### config.mk
export PLATFORM = sky130hd
export DESIGN_NAME = muldiv_unit
export DESIGN_NICKNAME = d
export VERILOG_FILES = /design/src/rtl/mips_cpu_pkg.sv /design/src/rtl/muldiv_unit_div_core.sv /design/src/rtl/muldiv_unit.sv
export SDC_FILE = /design/constraint.sdc
export NUM_CORES = 2
export LEC_CHECK = 0
export CAP_MARGIN = 20
export CORE_ASPECT_RATIO = 0.5
export CORE_MARGIN = 2
export CORE_UTILIZATION = 35
export DETAILED_ROUTE_END_ITERATION = 8
export PLACE_DENSITY_LB_ADDON = 0.15
export SETUP_SLACK_MARGIN = 0.15
export SLEW_MARGIN = 20
export SYNTH_ARGS = -nofsm -noshare
export SYNTH_HDL_FRONTEND = slang
export SYNTH_SLANG_ARGS = --single-unit
### constraint.sdc
create_clock -name cpu_clk_50M -period 7.3 [get_ports cpu_clk_50M]
set_input_delay 0.73 -clock cpu_clk_50M [delete_from_list [all_inputs] [get_ports cpu_clk_50M]]
set_output_delay 0.73 -clock cpu_clk_50M [all_outputs]
set_load 0.1 [all_outputs]
### src/rtl/mips_cpu_pkg.sv
// Shared CPU types for the multiply/divide unit: register word, HI/LO
// operation encoding and small helpers used on the operand path.
package mips_cpu_pkg;

    typedef logic [31:0] reg_t;

    localparam reg_t ZERO     = 32'h0000_0000;
    localparam reg_t ALL_ONES = 32'hFFFF_FFFF;

    typedef enum logic [1:0] {
        MULT  = 2'd0,
        MULTU = 2'd1,
        DIV   = 2'd2,
        DIVU  = 2'd3
    } muldiv_op_t;

    // Magnitude of a word; 0x80000000 maps onto itself, which is the correct
    // unsigned magnitude of the most negative value.
    function automatic reg_t abs_mag(input reg_t v, input logic is_signed);
        reg_t res;
        if (is_signed && v[31]) begin
            res = ZERO - v;
        end else begin
            res = v;
        end
        return res;
    endfunction

    // Two's-complement negate when requested.
    function automatic reg_t cond_neg(input reg_t v, input logic neg);
        reg_t res;
        if (neg) begin
            res = ZERO - v;
        end else begin
            res = v;
        end
        return res;
    endfunction

endpackage

### src/rtl/muldiv_unit_div_core.sv
// Radix-2 restoring divider on unsigned magnitudes. The first iteration is
// applied on the load edge so that 32 iterations complete 32 cycles after
// start; o_valid then pulses for one cycle while the results are held.
module div_core
    import mips_cpu_pkg::*;
(
    input  logic cpu_clk_50M,
    input  logic cpu_rst_n,
    input  logic i_start,
    input  logic i_cancel,
    input  reg_t i_dividend,
    input  reg_t i_divisor,
    output logic o_valid,
    output reg_t o_quotient,
    output reg_t o_remainder
);

    reg_t        r_rem;
    reg_t        r_quo;
    reg_t        r_dvs;
    logic [4:0]  r_cnt;
    logic        r_busy;
    logic        r_valid;
    logic [63:0] w_first;
    logic [63:0] w_next;

    // One restoring step: shift in the next dividend bit, subtract if it fits.
    // Returns {remainder, quotient/shift register}.
    function automatic logic [63:0] div_step(input reg_t rem, input reg_t quo,
                                             input reg_t dvs);
        logic [32:0] shifted;
        logic [32:0] diff;
        logic [63:0] res;
        shifted = {rem, quo[31]};
        diff    = shifted - {1'b0, dvs};
        if (diff[32]) begin
            res = {shifted[31:0], quo[30:0], 1'b0};
        end else begin
            res = {diff[31:0], quo[30:0], 1'b1};
        end
        return res;
    endfunction

    // First step taken from the incoming operands, later steps from state.
    always_comb begin
        w_first = div_step(ZERO, i_dividend, i_divisor);
        w_next  = div_step(r_rem, r_quo, r_dvs);
    end

    // Iteration state: load on start, step while busy, pulse valid at the end.
    always_ff @(posedge cpu_clk_50M or negedge cpu_rst_n) begin
        if (!cpu_rst_n) begin
            r_rem   <= ZERO;
            r_quo   <= ZERO;
            r_dvs   <= ZERO;
            r_cnt   <= 5'd0;
            r_busy  <= 1'b0;
            r_valid <= 1'b0;
        end else if (i_cancel) begin
            r_cnt   <= 5'd0;
            r_busy  <= 1'b0;
            r_valid <= 1'b0;
        end else if (i_start) begin
            r_rem   <= w_first[63:32];
            r_quo   <= w_first[31:0];
            r_dvs   <= i_divisor;
            r_cnt   <= 5'd1;
            r_busy  <= 1'b1;
            r_valid <= 1'b0;
        end else if (r_busy) begin
            r_rem <= w_next[63:32];
            r_quo <= w_next[31:0];
            if (r_cnt == 5'd31) begin
                r_cnt   <= 5'd0;
                r_busy  <= 1'b0;
                r_valid <= 1'b1;
            end else begin
                r_cnt   <= r_cnt + 5'd1;
                r_valid <= 1'b0;
            end
        end else begin
            r_valid <= 1'b0;
        end
    end

    assign o_valid     = r_valid;
    assign o_quotient  = r_quo;
    assign o_remainder = r_rem;

endmodule

### src/rtl/muldiv_unit.sv
// HI/LO multiply/divide unit. Multiplies run through a MUL_LAT-stage product
// pipeline; divides use the iterative div_core followed by one sign-fix
// cycle. Results appear on hi_o/lo_o for a single DONE cycle qualified by
// hilowe_o, and are held afterwards.
module muldiv_unit
    import mips_cpu_pkg::*;
#(
    parameter int MUL_LAT = 2
) (
    input  logic       cpu_clk_50M,
    input  logic       cpu_rst_n,
    input  logic       start,
    input  muldiv_op_t op,
    input  reg_t       src_a,
    input  reg_t       src_b,
    input  logic       cancel,
    output logic       busy,
    output logic       done,
    output logic       hilowe_o,
    output reg_t       hi_o,
    output reg_t       lo_o
);

    typedef enum logic [2:0] {
        S_IDLE = 3'd0,
        S_MUL  = 3'd1,
        S_DIV  = 3'd2,
        S_FIX  = 3'd3,
        S_DONE = 3'd4
    } state_t;

    localparam logic [2:0] MUL_LAST = 3'(MUL_LAT - 1);

    state_t      r_state;
    muldiv_op_t  r_op;
    reg_t        r_a;
    reg_t        r_b;
    logic        r_neg_q;
    logic        r_neg_r;
    logic [2:0]  r_cnt;
    reg_t        r_hi;
    reg_t        r_lo;

    logic        w_accept;
    logic        w_op_signed;
    logic        w_is_div;
    logic        w_div_zero;
    logic        w_div_start;
    reg_t        w_mag_a;
    reg_t        w_mag_b;
    logic        w_mul_signed;
    logic [63:0] w_ext_a;
    logic [63:0] w_ext_b;
    logic [63:0] w_product;
    logic [63:0] w_mul_res;
    logic        w_div_valid;
    reg_t        w_div_quo;
    reg_t        w_div_rem;
    reg_t        w_quo_fix;
    reg_t        w_rem_fix;

    // Request decode on the live inputs; only meaningful while accepting.
    always_comb begin
        w_accept    = (r_state == S_IDLE) && start && !cancel;
        w_op_signed = (op == MULT) || (op == DIV);
        w_is_div    = (op == DIV) || (op == DIVU);
        w_div_zero  = (src_b == ZERO);
        w_div_start = w_accept && w_is_div && !w_div_zero;
        w_mag_a     = abs_mag(src_a, w_op_signed);
        w_mag_b     = abs_mag(src_b, w_op_signed);
    end

    // Full 64-bit product of the latched operands; sign-extending both to
    // 64 bits makes the truncated product correct for MULT and MULTU alike.
    always_comb begin
        w_mul_signed = (r_op == MULT);
        w_ext_a      = {{32{w_mul_signed & r_a[31]}}, r_a};
        w_ext_b      = {{32{w_mul_signed & r_b[31]}}, r_b};
        w_product    = w_ext_a * w_ext_b;
    end

    // The HI/LO registers form the last multiply stage, so MUL_LAT-1 product
    // registers sit in front of them.
    generate
        if (MUL_LAT == 1) begin : g_mul_comb
            assign w_mul_res = w_product;
        end else begin : g_mul_pipe
            logic [63:0] r_prod [MUL_LAT-1];

            // Product shift pipeline, advancing every cycle.
            always_ff @(posedge cpu_clk_50M or negedge cpu_rst_n) begin
                if (!cpu_rst_n) begin
                    for (int i = 0; i < MUL_LAT - 1; i++) begin
                        r_prod[i] <= 64'd0;
                    end
                end else begin
                    r_prod[0] <= w_product;
                    for (int i = 1; i < MUL_LAT - 1; i++) begin
                        r_prod[i] <= r_prod[i-1];
                    end
                end
            end

            assign w_mul_res = r_prod[MUL_LAT-2];
        end
    endgenerate

    div_core u_div_core (
        .cpu_clk_50M (cpu_clk_50M),
        .cpu_rst_n   (cpu_rst_n),
        .i_start     (w_div_start),
        .i_cancel    (cancel),
        .i_dividend  (w_mag_a),
        .i_divisor   (w_mag_b),
        .o_valid     (w_div_valid),
        .o_quotient  (w_div_quo),
        .o_remainder (w_div_rem)
    );

    // Sign correction for signed divides; flags are already clear for DIVU.
    always_comb begin
        w_quo_fix = cond_neg(w_div_quo, r_neg_q);
        w_rem_fix = cond_neg(w_div_rem, r_neg_r);
    end

    // Control FSM with operand latches and HI/LO result registers.
    always_ff @(posedge cpu_clk_50M or negedge cpu_rst_n) begin
        if (!cpu_rst_n) begin
            r_state <= S_IDLE;
            r_op    <= MULT;
            r_a     <= ZERO;
            r_b     <= ZERO;
            r_neg_q <= 1'b0;
            r_neg_r <= 1'b0;
            r_cnt   <= 3'd0;
            r_hi    <= ZERO;
            r_lo    <= ZERO;
        end else if (cancel) begin
            r_state <= S_IDLE;
            r_cnt   <= 3'd0;
        end else begin
            case (r_state)
                S_IDLE: begin
                    if (start) begin
                        r_a     <= src_a;
                        r_b     <= src_b;
                        r_op    <= op;
                        r_cnt   <= 3'd0;
                        r_neg_q <= w_op_signed & (src_a[31] ^ src_b[31]);
                        r_neg_r <= w_op_signed & src_a[31];
                        if (!w_is_div) begin
                            r_state <= S_MUL;
                        end else if (w_div_zero) begin
                            r_hi    <= src_a;
                            r_lo    <= ALL_ONES;
                            r_state <= S_DONE;
                        end else begin
                            r_state <= S_DIV;
                        end
                    end else begin
                        r_state <= S_IDLE;
                    end
                end
                S_MUL: begin
                    if (r_cnt == MUL_LAST) begin
                        r_hi    <= w_mul_res[63:32];
                        r_lo    <= w_mul_res[31:0];
                        r_cnt   <= 3'd0;
                        r_state <= S_DONE;
                    end else begin
                        r_cnt <= r_cnt + 3'd1;
                    end
                end
                S_DIV: begin
                    if (w_div_valid) begin
                        r_state <= S_FIX;
                    end else begin
                        r_state <= S_DIV;
                    end
                end
                S_FIX: begin
                    r_hi    <= w_rem_fix;
                    r_lo    <= w_quo_fix;
                    r_state <= S_DONE;
                end
                S_DONE: begin
                    r_state <= S_IDLE;
                end
                default: begin
                    r_state <= S_IDLE;
                end
            endcase
        end
    end

    assign busy     = (r_state != S_IDLE);
    assign done     = (r_state == S_DONE) && !cancel;
    assign hilowe_o = (r_state == S_DONE) && !cancel;
    assign hi_o     = r_hi;
    assign lo_o     = r_lo;

endmodule

==> flow_metrics.tcl <==
set metrics [dict create \
    fp.dieArea_um2 161000 \
    dp_hpwl_um 159000 \
    syn_avg_cell_area_um2 8.85 \
    io_pins 137 \
    hold_viol_final 0 \
    clockRootBuffer "clkbuf_16" \
    startpoint_type "register" \
    tightest_slew_ns 1.09 \
    skew_ns 0.0327 \
    antenna_found_initial 18 \
    synth_nets 7678 \
    synth_area_um2 55100 \
    cp.required_ns 7.76 \
    fin_ws_ns -0.596 \
    hp-class "input pin to async pin" \
    rsz0062_at_grt "true" \
    finalNetCount 8085 \
    synthToLayoutAreaGrowth_pct 21.0 \
    end_kind "register" \
    path_class "register to register" \
    timing.rr.end "g_mul_pipe.r_prod[63]$_DFF_PN0_" \
    clkTransAtPathRegs_ns 0.07 \
    ys.flop_type "dfrtp_1" \
    status "finished, violations left" \
    maxCapViolCount 0 \
    timing.slew.headroom 0.275 \
    postRouteAntennaNets 0 \
    vias 44200 \
    post_drt_wl_per_cell_um 22.1 \
    cts.path.max_buffers 3 \
    ff2ff_setup_slack_ns -0.60 \
    grt_pass1_vias 47600 \
    cts_buffers 39 \
    cpMostUsedCell "fa_1" \
    drive_gt1_frac 0.148 \
    reg2reg_depth 28 \
    drt-total-wl_um 194000 \
    crit_fanout 7 \
    die_h_um 285 \
    io_buffers 136 \
    setup_viol 28 \
    cts.sinks 305 \
    cts_max_level 2 \
    yosys.cell_types.count 103 \
    clock.fmax_ghz 0.127 \
    drv_slew 0 \
    async_flop_share 1.00 \
    first_pass_iters 6 \
    core-area_um2 156000 \
    dp.cells 8587 \
    violations "negative setup slack" \
    syn-instance-count 6230 \
    final_cells 8749 \
    n_fill_cell 15400 \
    die_w_um 565 \
    grtUsageTotal 0.242 \
    rows 102 \
    cts_tree "done" \
    gp_congestion 0.914 \
    grt_pass1_wl_um 296000 \
    ys_ff_latch 305 \
    synth_edf_count 0 \
    critical_path.max_stage_delay_ns 0.54 \
    initial_core_util 0.354 \
    cpMaxStageDelayCell "fa_2" \
    clk_latency_ns 0.61 \
    multi_input_area_um2 43000 \
    fin_crit_ns 7.90 \
    yosysWarningCount 0 \
    drt_iter0_drc 3336 \
    r2r_start "r_b[0]$_DFFE_PN0P_" \
    drc 0 \
    grt.overflow.total 0 \
    register_area_um2 7650 \
    grt_max_degree 167 \
    avgViaCountPerCell 5.05 \
    yosysSeqAreaShare 0.138 \
    period_share 1.08 \
    crit_arrival_ns 8.35 \
]
state kept, by name (all words and copies together) (netlist names):
name,count
r_b,32
u_div_core.o_quotient,32
r_neg_q,1
r_neg_r,1
lo_o,32
u_div_core.o_remainder,32
r_a,32
u_div_core.o_valid,1
r_op,2
g_mul_pipe.r_prod,64
u_div_core.r_cnt,5
u_div_core.r_busy,1
r_cnt,3
u_div_core.r_dvs,32
r_state,3
hi_o,32
metal layers:
metal / share of wire / routed length, um / GRT usage
met1: 0.45 / 86300 / 0.340
met2: 0.48 / 92100 / 0.406
met3: 0.056 / 10900 / 0.0242
met4: 0.023 / 4420 / 0.0489
met5: 0.00014 / 28 / 0
cells by family (layout without fill, tap and decap cells):
family | Yosys count | count (layout) | share of synthesized area
other | 0 | 3 | 0
adder cells (fa/ha/maj) | 1378 | 1378 | 0.466
AO/OA/AOI/OAI | 717 | 717 | 0.0805
flip-flops | 305 | 305 | 0.138
buffers and inverters | 1595 | 2031 | 0.112
XOR/XNOR | 221 | 221 | 0.0355
multiplexers | 35 | 35 | 0.00649
AND/OR/NAND/NOR | 1979 | 1979 | 0.161
timing repair:
item	CTS	global route
hold buffers	0	0
setup buffers	24	54
gates cloned	0	9
gates resized for setup	156	220
endpoints found under the setup margin	35	38
pin swaps	74	177
how the worst max path moves through the flow:
stage                              from                               to  slack (ns)  cells after the start
floorplan           r_a[31]$_DFFE_PN0P_  g_mul_pipe.r_prod[61]$_DFF_PN0_       -0.28                     27
global placement     r_b[1]$_DFFE_PN0P_  g_mul_pipe.r_prod[62]$_DFF_PN0_       -0.97                     31
detailed placement  r_op[0]$_DFFE_PN0P_  g_mul_pipe.r_prod[62]$_DFF_PN0_       -1.06                     29
CTS                 r_op[1]$_DFFE_PN0P_  g_mul_pipe.r_prod[62]$_DFF_PN0_       -0.57                     29
global route         r_b[0]$_DFFE_PN0P_  g_mul_pipe.r_prod[63]$_DFF_PN0_       -0.80                     28
finish               r_b[0]$_DFFE_PN0P_  g_mul_pipe.r_prod[63]$_DFF_PN0_       -0.60                     28
stage by stage:
step | setup WS (ns) | utilization | area, um2 | TNS [ns] | hold WS [ns]
2_1_floorplan | -0.278 | - | 55300 | -0.523 | 0.434
3_3_place_gp | -0.973 | 0.403 | 62700 | -13.17 | 0.454
3_5_place_dp | -1.06 | 0.403 | 62700 | -13.76 | 0.457
4_1_cts | -0.569 | 0.418 | 65000 | -8.47 | 0.150
5_1_grt | -0.797 | 0.429 | 66700 | -14.17 | 0.174
6_report | -0.596 | 0.429 | 66700 | -8.38 | 0.138
critical path, delay by kind of cell, from the launching register on:
family                     cells  cell delay [ns]
adders and majority gates      9             4.56
AOI/OAI and AO/OA              7             1.05
buffers and inverters          8             0.86
and+or+nand+nor                3             0.71
DFF                            1             0.44
xor gates and xnor gates       1             0.14
area by class of cell:
type / count / share of cell area
multi-input combinational: 4330 / 0.645
tap: 2080 / 0.0390
clock inverter: 18 / 0.00334
clock buffer: 52 / 0.0164
inverter: 1242 / 0.0700
antenna: 3 / 0.000113
timing repair buffer: 719 / 0.111
sequential: 305 / 0.115
Yosys cell counts (10+ instances only):
master / count / share of area
and3_1: 35 / 0.0040
nand2_1: 1196 / 0.081
o21a_1: 10 / 0.0014
nand2b_1: 16 / 0.0018
inv_1: 1242 / 0.085
mux2i_1: 29 / 0.0053
or3_1: 16 / 0.0018
o31ai_1: 25 / 0.0034
or4_1: 11 / 0.0015
nor4_1: 11 / 0.0012
dfrtp_1: 305 / 0.14
a21oi_1: 206 / 0.019
o21ai_1: 18 / 0.0016
xor2_1: 109 / 0.017
o211ai_1: 10 / 0.0014
nand3_1: 33 / 0.0030
and2_1: 289 / 0.033
a31oi_1: 19 / 0.0022
clkbuf_1: 322 / 0.022
a21o_1: 40 / 0.0054
fa_1: 1126 / 0.41
o21bai_1: 10 / 0.0014
a211oi_1: 49 / 0.0067
nor2_1: 239 / 0.016
ha_1: 252 / 0.057
nor2b_1: 17 / 0.0019
nor3_1: 36 / 0.0033
o21ai_0: 226 / 0.021
o41ai_1: 16 / 0.0025
nand4_1: 16 / 0.0018
xnor2_1: 111 / 0.018
or2_2: 15 / 0.0017
layout by cell type, fill, tap and decap left out, drive strengths merged, types with 7 or more instances in the layout:
cell type,n
a2111oi,7
a211oi,50
a21o,41
a21oi,209
a31oi,19
and2,290
and3,35
buf,574
clkbuf,62
clkdlybuf4s50,135
clkinv,11
dfrtp,305
fa,1126
ha,252
inv,1245
mux2i,29
nand2,1199
nand2b,16
nand3,35
nand4,17
nor2,241
nor2b,17
nor3,43
nor4,14
o2111ai,9
o211ai,12
o21a,10
o21ai,245
o21bai,10
o31ai,26
o41ai,17
or2,17
or3,17
or4,15
xnor2,112
xor2,109
Power is not shown: default switching activity piles up to over one toggle a cycle in this logic, so the estimate is an artifact.
